$ cat src/rtl/sc_game_sequencer.sv
// Game-flow controller for the Frogger datapath: respawn/load sequencing, run gating,
// lives and level tracking, and the game-over / win indications.
module sc_game_sequencer #(
    parameter int LIVES_INIT  = 3,
    parameter int LIVES_WIDTH = 2,
    parameter int LEVEL_WIDTH = 2,
    parameter int MAX_LEVEL   = 3,
    parameter int HOLD_TICKS  = 4,
    parameter int HOLD_WIDTH  = 3
) (
    input  logic                   SC_GAMESEQ_CLOCK_50,
    input  logic                   SC_GAMESEQ_RESET_InLow,
    input  logic                   SC_GAMESEQ_start_InLow,
    input  logic                   SC_GAMESEQ_tick_In,
    input  logic                   SC_GAMESEQ_crash_In,
    input  logic                   SC_GAMESEQ_goal_In,
    output logic                   SC_GAMESEQ_load_Out,
    output logic                   SC_GAMESEQ_run_Out,
    output logic [LIVES_WIDTH-1:0] SC_GAMESEQ_lives_OutBUS,
    output logic [LEVEL_WIDTH-1:0] SC_GAMESEQ_level_OutBUS,
    output logic                   SC_GAMESEQ_gameover_Out,
    output logic                   SC_GAMESEQ_win_Out,
    output logic [2:0]             SC_GAMESEQ_state_OutBUS
);

    localparam logic [2:0] S_IDLE  = 3'd0;
    localparam logic [2:0] S_SPAWN = 3'd1;
    localparam logic [2:0] S_PLAY  = 3'd2;
    localparam logic [2:0] S_CRASH = 3'd3;
    localparam logic [2:0] S_NEXT  = 3'd4;
    localparam logic [2:0] S_LOSE  = 3'd5;
    localparam logic [2:0] S_WIN   = 3'd6;

    localparam logic [LIVES_WIDTH-1:0] LIVES_RST = LIVES_WIDTH'(LIVES_INIT);
    localparam logic [LEVEL_WIDTH-1:0] LEVEL_MAX = LEVEL_WIDTH'(MAX_LEVEL);
    localparam logic [HOLD_WIDTH-1:0]  HOLD_END  = HOLD_WIDTH'(HOLD_TICKS);

    logic [2:0]             state_q, state_d;
    logic [LIVES_WIDTH-1:0] lives_q, lives_d;
    logic [LEVEL_WIDTH-1:0] level_q, level_d;
    logic [HOLD_WIDTH-1:0]  hold_q, hold_d;
    logic                   start_prev_q;
    logic                   start_press;
    logic [HOLD_WIDTH-1:0]  hold_inc;

    // Falling edge of the active-low button; a held button yields one press.
    assign start_press = start_prev_q & ~SC_GAMESEQ_start_InLow;
    assign hold_inc    = hold_q + 1'b1;

    always_ff @(posedge SC_GAMESEQ_CLOCK_50) begin
        if (!SC_GAMESEQ_RESET_InLow) begin
            state_q      <= S_IDLE;
            lives_q      <= LIVES_RST;
            level_q      <= '0;
            hold_q       <= '0;
            start_prev_q <= 1'b1;
        end else begin
            state_q      <= state_d;
            lives_q      <= lives_d;
            level_q      <= level_d;
            hold_q       <= hold_d;
            start_prev_q <= SC_GAMESEQ_start_InLow;
        end
    end

    always_comb begin
        state_d = state_q;
        lives_d = lives_q;
        level_d = level_q;
        hold_d  = hold_q;
        case (state_q)
            S_IDLE: begin
                lives_d = LIVES_RST;
                level_d = '0;
                if (start_press) state_d = S_SPAWN;
            end
            S_SPAWN: begin
                hold_d  = '0;
                state_d = S_PLAY;
            end
            S_PLAY: begin
                // Comparator outputs are only trusted on the game-step tick.
                if (SC_GAMESEQ_tick_In) begin
                    if (SC_GAMESEQ_crash_In) begin
                        state_d = S_CRASH;
                        lives_d = (lives_q == '0) ? '0 : lives_q - 1'b1;
                    end else if (SC_GAMESEQ_goal_In) begin
                        state_d = S_NEXT;
                    end
                end
            end
            S_CRASH: begin
                if (SC_GAMESEQ_tick_In) begin
                    hold_d = hold_inc;
                    if (hold_inc == HOLD_END) state_d = (lives_q == '0) ? S_LOSE : S_SPAWN;
                end
            end
            S_NEXT: begin
                if (level_q == LEVEL_MAX) begin
                    state_d = S_WIN;
                end else begin
                    level_d = level_q + 1'b1;
                    state_d = S_SPAWN;
                end
            end
            S_LOSE: begin
                lives_d = '0;
                if (start_press) begin
                    state_d = S_IDLE;
                    lives_d = LIVES_RST;
                    level_d = '0;
                end
            end
            S_WIN: begin
                if (start_press) begin
                    state_d = S_IDLE;
                    lives_d = LIVES_RST;
                    level_d = '0;
                end
            end
            default: begin
                state_d = S_IDLE;
                lives_d = LIVES_RST;
                level_d = '0;
            end
        endcase
    end

    always_comb begin
        SC_GAMESEQ_load_Out     = 1'b0;
        SC_GAMESEQ_run_Out      = 1'b0;
        SC_GAMESEQ_gameover_Out = 1'b0;
        SC_GAMESEQ_win_Out      = 1'b0;
        SC_GAMESEQ_lives_OutBUS = lives_q;
        SC_GAMESEQ_level_OutBUS = level_q;
        SC_GAMESEQ_state_OutBUS = state_q;
        case (state_q)
            S_SPAWN: SC_GAMESEQ_load_Out     = 1'b1;
            S_PLAY:  SC_GAMESEQ_run_Out      = 1'b1;
            S_LOSE:  SC_GAMESEQ_gameover_Out = 1'b1;
            S_WIN:   SC_GAMESEQ_win_Out      = 1'b1;
            default: ;
        endcase
    end

endmodule

$ cat config.mk
export PLATFORM = sky130hd
export DESIGN_NAME = sc_game_sequencer
export DESIGN_NICKNAME = d
export VERILOG_FILES = /design/src/rtl/sc_game_sequencer.sv
export SDC_FILE = /design/constraint.sdc
export NUM_CORES = 1
export LEC_CHECK = 0
export CORE_UTILIZATION = 38
export DETAILED_ROUTE_END_ITERATION = 10
export GPL_TIMING_DRIVEN = 0
export HOLD_SLACK_MARGIN = 0.05
export PLACE_DENSITY_LB_ADDON = 0.15
export SKIP_CTS_REPAIR_TIMING = 1
export SYNTH_ARGS = -nofsm -noshare
export SYNTH_HDL_FRONTEND = slang
export SYNTH_SLANG_ARGS = --single-unit
$ cat constraint.sdc
create_clock -name SC_GAMESEQ_CLOCK_50 -period 1.2 [get_ports SC_GAMESEQ_CLOCK_50]
set_input_delay 0.12 -clock SC_GAMESEQ_CLOCK_50 [delete_from_list [all_inputs] [get_ports SC_GAMESEQ_CLOCK_50]]
set_output_delay 0.12 -clock SC_GAMESEQ_CLOCK_50 [all_outputs]
set_load 0.01 [all_outputs]
==> Word-level counts from Yosys, hierarchy flattened <==
Index checks and enable logic that the tools add are counted.
{ "op_classes": {"addsub": 3, "n_eq_ne": 17, "n_mux": 25, "bitwise": 4, "reduce_logical": 10} }
{ "op_table": {"columns": ["operator", "n"], "rows": [
  ["3-bit 2-to-1 mux", 10],
  ["3-bit case mux with 6 select lines", 1],
  ["2-bit 2-to-1 mux", 7],
  ["2-bit != test, second input constant", 7],
  ["3-bit equality test, second input constant", 4],
  ["2-bit case mux with 4 select lines", 1],
  ["3-bit by 2-bit equality test with 1-bit output, second input constant", 2],
  ["2-bit case mux with 3 select lines", 1],
  ["3-bit case mux with 2 select lines", 1],
  ["6-bit AND reduction", 1],
  ["3-bit OR reduction", 2],
  ["1-bit 2-to-1 mux", 4],
  ["4-bit AND reduction", 1],
  ["3-bit by 1-bit adder with 3-bit output, second input constant", 1],
  ["3-bit by 1-bit equality test with 1-bit output, second input constant", 1],
  ["3-bit logical NOT", 1],
  ["3-bit != test, second input constant", 1],
  ["1-bit NOT", 3],
  ["3-bit AND reduction", 1],
  ["2-bit by 1-bit adder with 2-bit output, second input constant", 1],
  ["2-bit equality test, second input constant", 1],
  ["2-bit logical NOT", 1],
  ["2-bit by 1-bit != test with 1-bit output, second input constant", 1],
  ["2-bit AND reduction", 1],
  ["4 further kinds", 4]
]} }
{ "totals": {"ff_bits": 11, "input_bits": 6, "wordCells": 64} }

==> Longest topological paths before layout <==
Gate-level depths: netlist (run 1).
{ "depth": {"ltp_word": 5, "mapped_depth": 6, "ltp_nobuf": 5} }

==> Worst setup path before layout (run 1) <==
No wires, ideal clock.
{ "synth_timing": {"path_type": "flip-flop to flip-flop", "start": "register level_q[0], in the netlist SC_GAMESEQ_level_OutBUS[0]", "end": "register level_q[0], in the netlist SC_GAMESEQ_level_OutBUS[0]", "setup_ps": 125, "arrival_time_ps": 1251, "required_time_ps": 1075, "path_slack_ps": -177, "path_stages_with_launch": 6, "path_buffers": 0, "cell_sequence": "dfxtp_1 -> ha_1 -> and2b_1 -> a221o_1 -> a21oi_1 -> o22ai_1"} }
{ "synth_between": {"elab_chain_cells": 3, "word_cells_on_any_way": 6, "cone_classes": "add/sub (1); eq/ne (2); mux (2); reduce/logical (1)"} }
{ "synth_rtl": {"columns": ["element", "line", "text"], "rows": [
  ["start, declared", "40", "logic [LEVEL_WIDTH-1:0] level_q, level_d;"],
  ["start signal, assigned", "60", "level_q <= level_d;"],
  ["2-bit by 1-bit adder with 2-bit output or 2-bit equality test (tied branches)", "102, 99", null],
  ["2-bit 2-to-1 mux or 2-bit != test (tied branches)", null, null],
  ["2-bit case mux with 3 select lines or 3-bit AND reduction (tied branches)", null, null]
]} }
Parallel ways exist; a longest one is shown, timed or not. The select of a mux whose other input is x is not followed.
A chain may end at the register's enable or synchronous reset.

==> Worst setup path after layout (run 1) <==
{ "layout_timing": {"start": "register state_q[1], in the netlist SC_GAMESEQ_state_OutBUS[1]", "end": "output port SC_GAMESEQ_run_Out"} }
{ "layout_between": {"elab_chain_cells": 2} }
{ "layout_rtl": {"columns": ["element", "line", "text"], "rows": [
  ["start, declared", "38", "logic [2:0] state_q, state_d;"],
  ["start signal, assigned", "58", "state_q <= state_d;"],
  ["3-bit by 2-bit equality test with 1-bit output", "137", "case (state_q)"],
  ["1-bit 2-to-1 mux", "137", null],
  ["end, declared", "18", "output logic SC_GAMESEQ_run_Out,"]
]} }
Every way passes these cells.

==> results of run 1 <==
final cells by class:
| cell class | count | area share (%) |
|---|---|---|
| plain buffers | 6 | 5.73 |
| flip-flops and latches | 11 | 17.8 |
| well taps | 27 | 2.46 |
| inverters | 5 | 1.36 |
| clock buffers | 4 | 1.91 |
| repair buffers | 29 | 24.0 |
| multi-input cells | 74 | 46.7 |
registers in the layout, indices dropped and copies added, names as in the netlist:
signal and flops:
hold_q 3, start_prev_q 1, SC_GAMESEQ_state_OutBUS 3, SC_GAMESEQ_lives_OutBUS 2, SC_GAMESEQ_level_OutBUS 2
Yosys cell counts, types with 2 or more instances:
library cell	n
dfxtp_1	11
o22ai_1	2
o21ai_0	7
and3_1	2
nor2b_1	6
a21oi_1	3
and2_1	2
ha_1	3
nand4_1	2
inv_1	5
a22oi_1	2
mux2i_1	2
o211ai_1	2
nor2_1	6
nand2b_1	3
nand2_1	7
a21boi_0	3
buf_2	4
path summary, 6_finish.rpt:
kind | startpoint | end | cells after the start
max | SC_GAMESEQ_state_OutBUS[1] | SC_GAMESEQ_run_Out | 4
min | SC_GAMESEQ_tick_In | hold_q[2] | 4
max reg2reg | SC_GAMESEQ_state_OutBUS[0] | SC_GAMESEQ_state_OutBUS[2] | 5
min reg2reg | SC_GAMESEQ_level_OutBUS[0] | SC_GAMESEQ_level_OutBUS[0] | 1
cells by family (layout without fill, tap and decap cells):
group | after synthesis | in the layout | synth area share (%)
AND/OR/NAND/NOR | 36 | 36 | 26.3
AO/OA/AOI/OAI | 30 | 30 | 27.6
flip-flops | 11 | 11 | 28.3
buffers and inverters | 11 | 44 | 6.90
adder cells (fa/ha/maj) | 4 | 4 | 6.10
XOR/XNOR | 2 | 2 | 2.25
multiplexers | 2 | 2 | 2.57
per-layer routing:
metal / track usage, % / share of wire [%] / routed length (um) / up-vias
met5: 0 / 0 / 0 / -
met4: 6.86 / 0.98 / 25 / 0
met3: 5.77 / 4.9 / 124 / 5
met2: 29.0 / 51 / 1300 / 34
met1: 27.5 / 43 / 1100 / 408
li1: - / - / - / 413
power by group:
| group | switching [mW] | leakage, nW | internal (mW) |
|---|---|---|---|
| logic | 0.436 | 0.547 | 0.554 |
| clock network | 0.134 | 0.0150 | 0.129 |
| registers | 0.0542 | 0.0945 | 0.403 |
per-stage QoR:
step           cells  area, um2  setup TNS [ns]  hold slack, ns
2_1_floorplan     96        856          -0.129           0.221
4_1_cts          143       1080           -4.09           0.502
3_5_place_dp     139       1050           -3.41           0.488
5_1_grt          156       1380           -2.14           0.416
3_3_place_gp     139       1050           -3.40           0.474
6_report         156       1380           -1.45           0.386
worst register-to-register path, stage by stage, from the launching register on:
cell	delay, ns
dfxtp_4	0.37
buf_8	0.14
o21ba_2	0.23
a211oi_2	0.26
a31oi_2	0.10
a21o_1	0.19
==> results.py, run 1 <==
metrics = {
    "worst_setup_path": {
        "cp-start-kind": "register",
        "end_kind": "output port",
        "crit_fanout": 7,
        "crit_family": "flip-flops",
        "slowest_delay_ns": 0.39,
        "crit_slowest_cell": "dfxtp_4",
        "rrSetupSlack_ns": -0.21,
        "cp_data_required_time_ns": 1.08,
        "worstPathArrival_ns": 1.29,
        "crit_buf_inv": 2,
        "criticalPathCategory": "register to output port",
        "path_cells": "buf_4 -> nor2b_4 -> and2_4 -> buf_6",
    },
    "timing": {
        "hold_viol": 0,
        "worst_pin_slew_ns": 0.465,
        "max_clock_freq_mhz": 710,
        "fin_worst_skew_ns": 0.00754,
        "fin_crit_ns": 1.41,
        "setup_viol": 12,
        "max-slew-margin-rel_pct": 69.0,
        "worst_slack_ns": -0.208,
        "slew_violations": 0,
        "fin_crit_sh_pct": 117,
        "rsz0062_at_grt": "true",
    },
    "layout": {
        "drive_gt1_share_pct": 48.1,
        "final_core_util_pct": 70.8,
        "n_antenna_cell": 0,
        "final_nets": 139,
        "seqCellArea_um2": 245,
        "n_fill_cell": 152,
        "final_cell_mix": "dlymetal6s2s_1, buf_4, dfxtp_4, nand2_1, buf_8",
        "multi_input_area_um2": 642,
        "syn_to_final_growth_pct": 76.4,
    },
    "floorplanning": {
        "coreArea_um2": 1940,
        "die_x_um": 47.3,
        "std_cell_rows": 16,
        "die-area_um2": 2240,
        "io_pins": 17,
        "start_util_pct": 40.1,
        "die_h_um": 47.3,
    },
    "detailed_routing": {
        "postRouteAntennaNets": 0,
        "via_count": 860,
        "dr.first_iter.drc_count": 21,
        "route.detailed.drc": 0,
        "drt-total-wl_um": 2550,
        "vias_per_cell": 5.51,
        "post_drt_wl_per_cell_um": 16.4,
        "drtPass1Iterations": 4,
    },
    "power": {
        "vdd_drop_max_mv": 0.885,
        "p_leak_nw": 0.656,
        "pwr_density_cell_nw_per_um2": 1240,
        "p_total_mw": 1.71,
    },
    "yosys": {
        "synth_area_um2": 779,
        "synth-seq-area-share_pct": 28.3,
        "yosys_warnings": 0,
        "ys.flop_type": "dfxtp_1",
        "synth_edf_count": 0,
        "avgSynthCellArea_um2": 8.12,
        "ys_types": 42,
        "syn_inst": 96,
        "synthesis.nets": 105,
        "yosysTopAreaCellShare_pct": 28.3,
        "ys_ff_latch": 11,
        "netlist_top_cells_area": "dfxtp_1, ha_1, nor2b_1",
        "async_reset_ff_share_pct": 0,
        "synth_top_area_cell": "dfxtp_1",
    },
    "clock_network": {
        "cts_tree": "done",
        "cts.sinks": 11,
        "root_buffer": "clkbuf_4",
        "htreeDepth": 1,
        "clockBufferDepth": 2,
        "clk_pin_slew_ns": 0.08,
        "clk_latency_ns": 0.28,
        "cts_made_buffers": 3,
    },
    "place": {
        "dpl.hpwl_um": 1360,
        "routabilityCongestion": 0.728,
        "port_buffers": 16,
        "place_ws_ns": -0.335,
    },
    "global_routing": {
        "grt_use_total_pct": 19.8,
        "grt_pass1_vias": 675,
        "antenna_found_initial": 0,
        "grt_overflow": 0,
        "grt_pass1_wl_um": 3030,
        "grt_max_degree": 11,
    },
    "run_status": {
        "violations": "negative setup slack",
        "outcome": "complete, but fails checks",
    },
    "run": {
        "max_cap_violations": 0,
    },
    "hold_path": {
        "hold_path_class": "primary input to register",
    },
}
Power figures use the tool's default switching activity.
==> run 2, diff against run 1 <==
Settings changed: CAP_MARGIN from default to 20.
==> results of run 2 <==
No change in the layout: final DEF, timing and power equal those of run 1.
